### config.mk
export PLATFORM = sky130hd
export DESIGN_NAME = dmux8way16_stream
export DESIGN_NICKNAME = d
export VERILOG_FILES = /design/src/rtl/dmux8way16_stream.sv
export SDC_FILE = /design/constraint.sdc
export NUM_CORES = 1
export LEC_CHECK = 0
export ABC_AREA = 1
export CAP_MARGIN = 40
export CELL_PAD_IN_SITES_DETAIL_PLACEMENT = 1
export CELL_PAD_IN_SITES_GLOBAL_PLACEMENT = 2
export CORE_ASPECT_RATIO = 1.4
export CORE_UTILIZATION = 39
export DETAILED_ROUTE_END_ITERATION = 12
export GPL_TIMING_DRIVEN = 0
export PLACE_DENSITY = 0.95
export SLEW_MARGIN = 20
export SYNTH_ARGS = -nofsm -noshare
export SYNTH_HDL_FRONTEND = slang
export SYNTH_SLANG_ARGS = --single-unit
### constraint.sdc
create_clock -name clk -period 6.4 [get_ports clk]
set_input_delay 1.28 -clock clk [delete_from_list [all_inputs] [get_ports clk]]
set_output_delay 1.28 -clock clk [all_outputs]
set_load 0.01 [all_outputs]
### src/rtl/dmux8way16_stream.sv
// -----------------------------------------------------------------------------
// dmux8way16_stream
//
// Purpose:
//   Routes a valid/ready input stream into one of eight output channels.
//   Each output channel owns a small FIFO of DEPTH entries.
//   A word pushed at rising edge N becomes visible on its channel after edge N.
//   There is no same-cycle bypass and no full-bypass path.
//
// Handshake semantics (all ports):
//   A transfer happens on a rising edge where valid and ready are both 1.
//   Ready never depends on valid.
//   in_ready   = NOT full[in_sel] (or NOT any-full for a broadcast).
//   out_valid[k] = channel k FIFO is non-empty.
//   A pop of channel k happens when out_valid[k] && out_ready[k].
//
// Ports:
//   clk          single clock, rising edge
//   rst_n        asynchronous active-low reset
//   in_valid     upstream word present
//   in_ready     block accepts the word this cycle
//   in_data      word to route (WIDTH bits)
//   in_sel       destination channel 0..7
//   in_bcast     (only with DMUX8WAY16_BCAST_EN) write the word to all channels
//   out_valid    per-channel "head word present"
//   out_ready    per-channel consumer ready
//   out_data     channel k head word at [k*WIDTH +: WIDTH]; zero while empty
//   accept_cnt   number of accepted words since reset, wraps at 16 bits
//
// Configuration macro:
//   DMUX8WAY16_BCAST_EN  adds the in_bcast port and the broadcast push.
//                        When it is undefined, the block behaves as if in_bcast
//                        were tied to 0.
// -----------------------------------------------------------------------------
module dmux8way16_stream #(
  parameter int WIDTH = 16,
  parameter int DEPTH = 2
) (
  input  logic               clk,
  input  logic               rst_n,
  input  logic               in_valid,
  output logic               in_ready,
  input  logic [WIDTH-1:0]   in_data,
  input  logic [2:0]         in_sel,
`ifdef DMUX8WAY16_BCAST_EN
  input  logic               in_bcast,
`endif
  output logic [7:0]         out_valid,
  input  logic [7:0]         out_ready,
  output logic [8*WIDTH-1:0] out_data,
  output logic [15:0]        accept_cnt
);

  localparam int AW = (DEPTH > 1) ? $clog2(DEPTH) : 1;
  localparam int CW = $clog2(DEPTH + 1);
  localparam logic [CW-1:0] FULL_CNT = CW'(DEPTH);

  logic       w_bcast;
  logic [7:0] w_full;
  logic       w_accept;
  logic [15:0] r_accept_cnt;

`ifdef DMUX8WAY16_BCAST_EN
  assign w_bcast = in_bcast;
`else
  assign w_bcast = 1'b0;
`endif

  // A broadcast needs room in every channel, so any full channel stalls it.
  assign in_ready   = w_bcast ? ~(|w_full) : ~w_full[in_sel];
  assign w_accept   = in_valid & in_ready;
  assign accept_cnt = r_accept_cnt;

  always_ff @(posedge clk or negedge rst_n) begin
    if (!rst_n) begin
      r_accept_cnt <= 16'h0000;
    end else if (w_accept) begin
      r_accept_cnt <= r_accept_cnt + 16'h0001;
    end
  end

  genvar k;
  generate
    for (k = 0; k < 8; k++) begin : g_ch
      logic [WIDTH-1:0] r_mem [DEPTH];
      logic [AW-1:0]    r_wr_ptr;
      logic [AW-1:0]    r_rd_ptr;
      logic [CW-1:0]    r_count;
      logic             w_push;
      logic             w_pop;

      assign w_full[k]    = (r_count == FULL_CNT);
      assign out_valid[k] = (r_count != '0);
      assign w_push       = w_accept & (w_bcast | (in_sel == 3'(k)));
      assign w_pop        = out_valid[k] & out_ready[k];

      // Storage is not reset; the head is gated by occupancy so stale words
      // from before a reset are never visible.
      assign out_data[k*WIDTH +: WIDTH] = out_valid[k] ? r_mem[r_rd_ptr] : '0;

      always_ff @(posedge clk) begin
        if (w_push) begin
          r_mem[r_wr_ptr] <= in_data;
        end
      end

      // Pointers wrap naturally because DEPTH is a power of two.
      always_ff @(posedge clk or negedge rst_n) begin
        if (!rst_n) begin
          r_wr_ptr <= '0;
          r_rd_ptr <= '0;
          r_count  <= '0;
        end else begin
          if (w_push) begin
            r_wr_ptr <= r_wr_ptr + AW'(1);
          end
          if (w_pop) begin
            r_rd_ptr <= r_rd_ptr + AW'(1);
          end
          case ({w_push, w_pop})
            2'b10:   r_count <= r_count + CW'(1);
            2'b01:   r_count <= r_count - CW'(1);
            default: r_count <= r_count;
          endcase
        end
      end
    end
  endgenerate

endmodule

==> flow_summary_export.csv <==
group,metric,value,unit
floorplanning,num_io_pins,183,
drt,dr.first_iter.drc_count,482,
global_routing,use_met3,3.07,%
critical_path,startpoint,"in_sel[0]",
sta,drv_slew,0,
floorplanning,start_util,39.5,%
clocking,cts_tree,"yes",
drt,wl_per_cell,20.9,um
global_routing,met1_usage,25.0,%
logic_synthesis,syn_area,12100,um^2
critical_path,cp.arrival,3.41,ns
logic_synthesis,synth-edff-count,256,
global_routing,grt_max_degree,49,
clocking,clk_pin_slew,0.07,ns
drt,routed_wl,34800,um
clocking,cts_resized,0,
critical_path,cpLargestDelayFamily,"buffers and inverters",
placed_design,gp_congestion,0.836,
critical_path,path_class,"input pin to primary output",
floorplanning,num_rows,76,
critical_path,crit_path_cell_trace,"clkdlybuf4s50_1 > inv_1 > nor2_1 > nand3_1 > nand3_1 > nand2_2 > buf_2 > clkdlybuf4s50_1",
logic_synthesis,async_flop_share,15.8,%
logic_synthesis,syn_area_per_cell,11.8,um^2
sta,worst_pin_slew,0.844,ns
sta,timing.fmax,213,MHz
logic_synthesis,yosysWarnings,0,
clocking,htreeDepth,1,
critical_path,cp_slowest_cell,"clkdlybuf4s50_1",
drt,drt_first_pass_iters,5,
logic_synthesis,yosysMostFrequentCell,"nand2_1",
drt,vias_per_cell,5.11,
global_routing,grt.busiest_layer,"met2",
global_routing,grt_pass1_wl,52500,um
placed_design,port-buffer-count,181,
power_and_ir_drop,p_per_area,437,nW/um^2
min_path,hp-start,"g_ch[4].r_wr_ptr",
sta,hold_violations,0,
critical_path,path_buf_inv,4,
sta,finClkSkew,0.0104,ns
critical_path,startpoint_type,"input pin",
clocking,clock_latency,0.55,ns
drt,vias,8528,
drt,drc_errors,0,
layout,fin_util,51.0,%
clocking,postCtsHoldBufs,0,
drt,drtAntennaViolNets,0,
global_routing,met2_usage,41.7,%
sta,rsz0062_at_grt,"false",
logic_synthesis,synth_common_cells,"nand2_1 (330), edfxtp_1 (256), a21oi_1 (138), inv_1 (63), nor2_1 (49)",
logic_synthesis,synth_seq_cells,304,
layout,fin_nets,1296,
clocking,cts_root_buffer,"clkbuf_16",
logic_synthesis,synth_top_cell_area_share,63.3,%
power_and_ir_drop,p_leak,5.82,nW
global_routing,globalRouteOverflowTotal,0,
sta,whs,0.481,ns
placed_design,dpl_cell_area,14600,um^2
sta,setup_viol,0,
sta,relSlewSlack,43.6,%
floorplanning,die_w,151,um
layout,finalInstanceArea,15700,um^2
clocking,numCtsBuffers,28,
clocking,ctsLongestPathBuffers,3,
flow_run,cap_viol_max_count,0,
global_routing,grt_pass1_vias,9159,
critical_path,cpPeakStageDelay,0.56,ns
clocking,cts.sinks,304,
logic_synthesis,synth_flop_cell,"edfxtp_1",
floorplanning,fp.coreArea,30700,um^2
critical_path,crit_fanout,10,
sta,finalSetupTns,0,ns
power_and_ir_drop,vdd_drop_max,0.275,mV
critical_path,crit_required,5.12,ns
floorplanning,die_area,31900,um^2
sta,period_share,73.3,%
global_routing,grtUsageTotal,22.4,%
min_path,worstHoldPathType,"flop to flop",
layout,area_growth,28.9,%
logic_synthesis,netlist_instances,1026,
sta,min_period,4.69,ns
logic_synthesis,syn_nets,1065,
critical_path,reg2reg_from,"g_ch[3].r_count[0]",
status,outcome,"finished, final reports clean",
clocking,postCtsSetupBuffers,0,
logic_synthesis,ys_top_cells_by_area,"edfxtp_1 (63%), nand2_1 (10%), dfrtp_1 (9.9%)",
logic_synthesis,synth_largest_area_cell,"edfxtp_1",
global_routing,antenna_found_initial,2,
layout,final_layout_size_suffix_gt1_share,5.94,%
logic_synthesis,ys_types,23,
logic_synthesis,ys_seq_area_share,73.2,%
floorplanning,die_h,211,um
power_and_ir_drop,total_power,6.84,mW
critical_path,end_kind,"primary output",
placed_design,dp_hpwl,24100,um
==> sequential cells by signal, summed over array words and instances, names as in the netlist <==
signal	cells
g_ch.r_mem	256
g_ch.r_rd_ptr	8
g_ch.r_count	16
accept_cnt	16
g_ch.r_wr_ptr	8
==> per-stage QoR <==
step / std cells / setup slack (ns)
after detailed placement: 1605 / 1.72
after global placement: 1597 / 1.71
final: 1670 / 1.71
after global routing: 1669 / 1.61
after floorplan: 1026 / 3.15
after CTS: 1657 / 1.70
==> worst min-delay path, cell delays in order (launching register included) <==
cell,delay [ns]
dfrtp_1,0.35
nand2_1,0.05
nand2_1,0.05
==> layout by cell type, fill, tap and decap left out <==
master and count:
nand2_1 330, edfxtp_1 256, clkdlybuf4s50_1 180, a21oi_1 138, inv_1 63, dfrtp_1 48
nor2_1 41, clkbuf_1 39, clkbuf_16 29, nand3_1 26, xnor2_1 22, xor2_1 13
o21ai_0 12, buf_8 12, nand4_1 11, buf_6 9, ha_1 9, clkinv_1 8
nor2_2 8, nor3_1 4, clkinvlp_4 4, clkbuf_8 4, nand2_2 2, buf_4 2
nand3_2 2, bufinv_16 2, diode_2 1, nand3b_1 1, buf_1 1, buf_2 1
nor4_1 1, clkinv_4 1
==> per-layer routing <==
| layer | wire length [um] | share of wire (%) |
|---|---|---|
| met5 | 10 | 0.029 |
| met4 | 1430 | 4.1 |
| met3 | 1600 | 4.6 |
| met2 | 19000 | 54 |
| met1 | 12800 | 37 |
==> path summary, 6_finish.rpt <==
path | to | slack (ns) | cells past startpoint
min in group asynchronous | accept_cnt[15] | 0.78 | 1
worst min register to register | g_ch[4].r_wr_ptr | 0.48 | 2
worst max register to register | g_ch[6].r_mem[1][8] | 4.06 | 9
worst min-delay path | g_ch[4].r_wr_ptr | 0.48 | 2
max in group asynchronous | g_ch[4].r_rd_ptr | 5.13 | 1
worst max-delay path | in_ready | 1.71 | 8
==> cell families after synthesis <==
| group | after synthesis | share of synthesized area (%) |
|---|---|---|
| AO/OA/AOI/OAI | 150 | 6.18 |
| XOR/XNOR | 35 | 2.52 |
| adder cells (fa/ha/maj) | 9 | 0.927 |
| buffers and inverters | 102 | 3.26 |
| flip-flops | 304 | 73.2 |
| AND/OR/NAND/NOR | 426 | 13.9 |
==> layout make-up <==
cell class / count / area (um^2)
diodes: 1 / 2.50
plain buffers: 38 / 155
well taps: 390 / 488
clock buffers: 38 / 800
repair buffers: 201 / 2080
clock inverters: 14 / 125
fillers: 3202 / 15100
flip-flops and latches: 304 / 8890
multi-input cells: 620 / 2880
inverters: 64 / 240
==> where the power goes <==
part | internal [mW] | total, mW | switching (mW)
registers | 2.32 | 2.45 | 0.124
logic | 1.20 | 2.73 | 1.53
clock network | 0.954 | 1.66 | 0.710
total | 4.48 | 6.84 | 2.36
No activity file was read; power rests on OpenSTA's default activity.
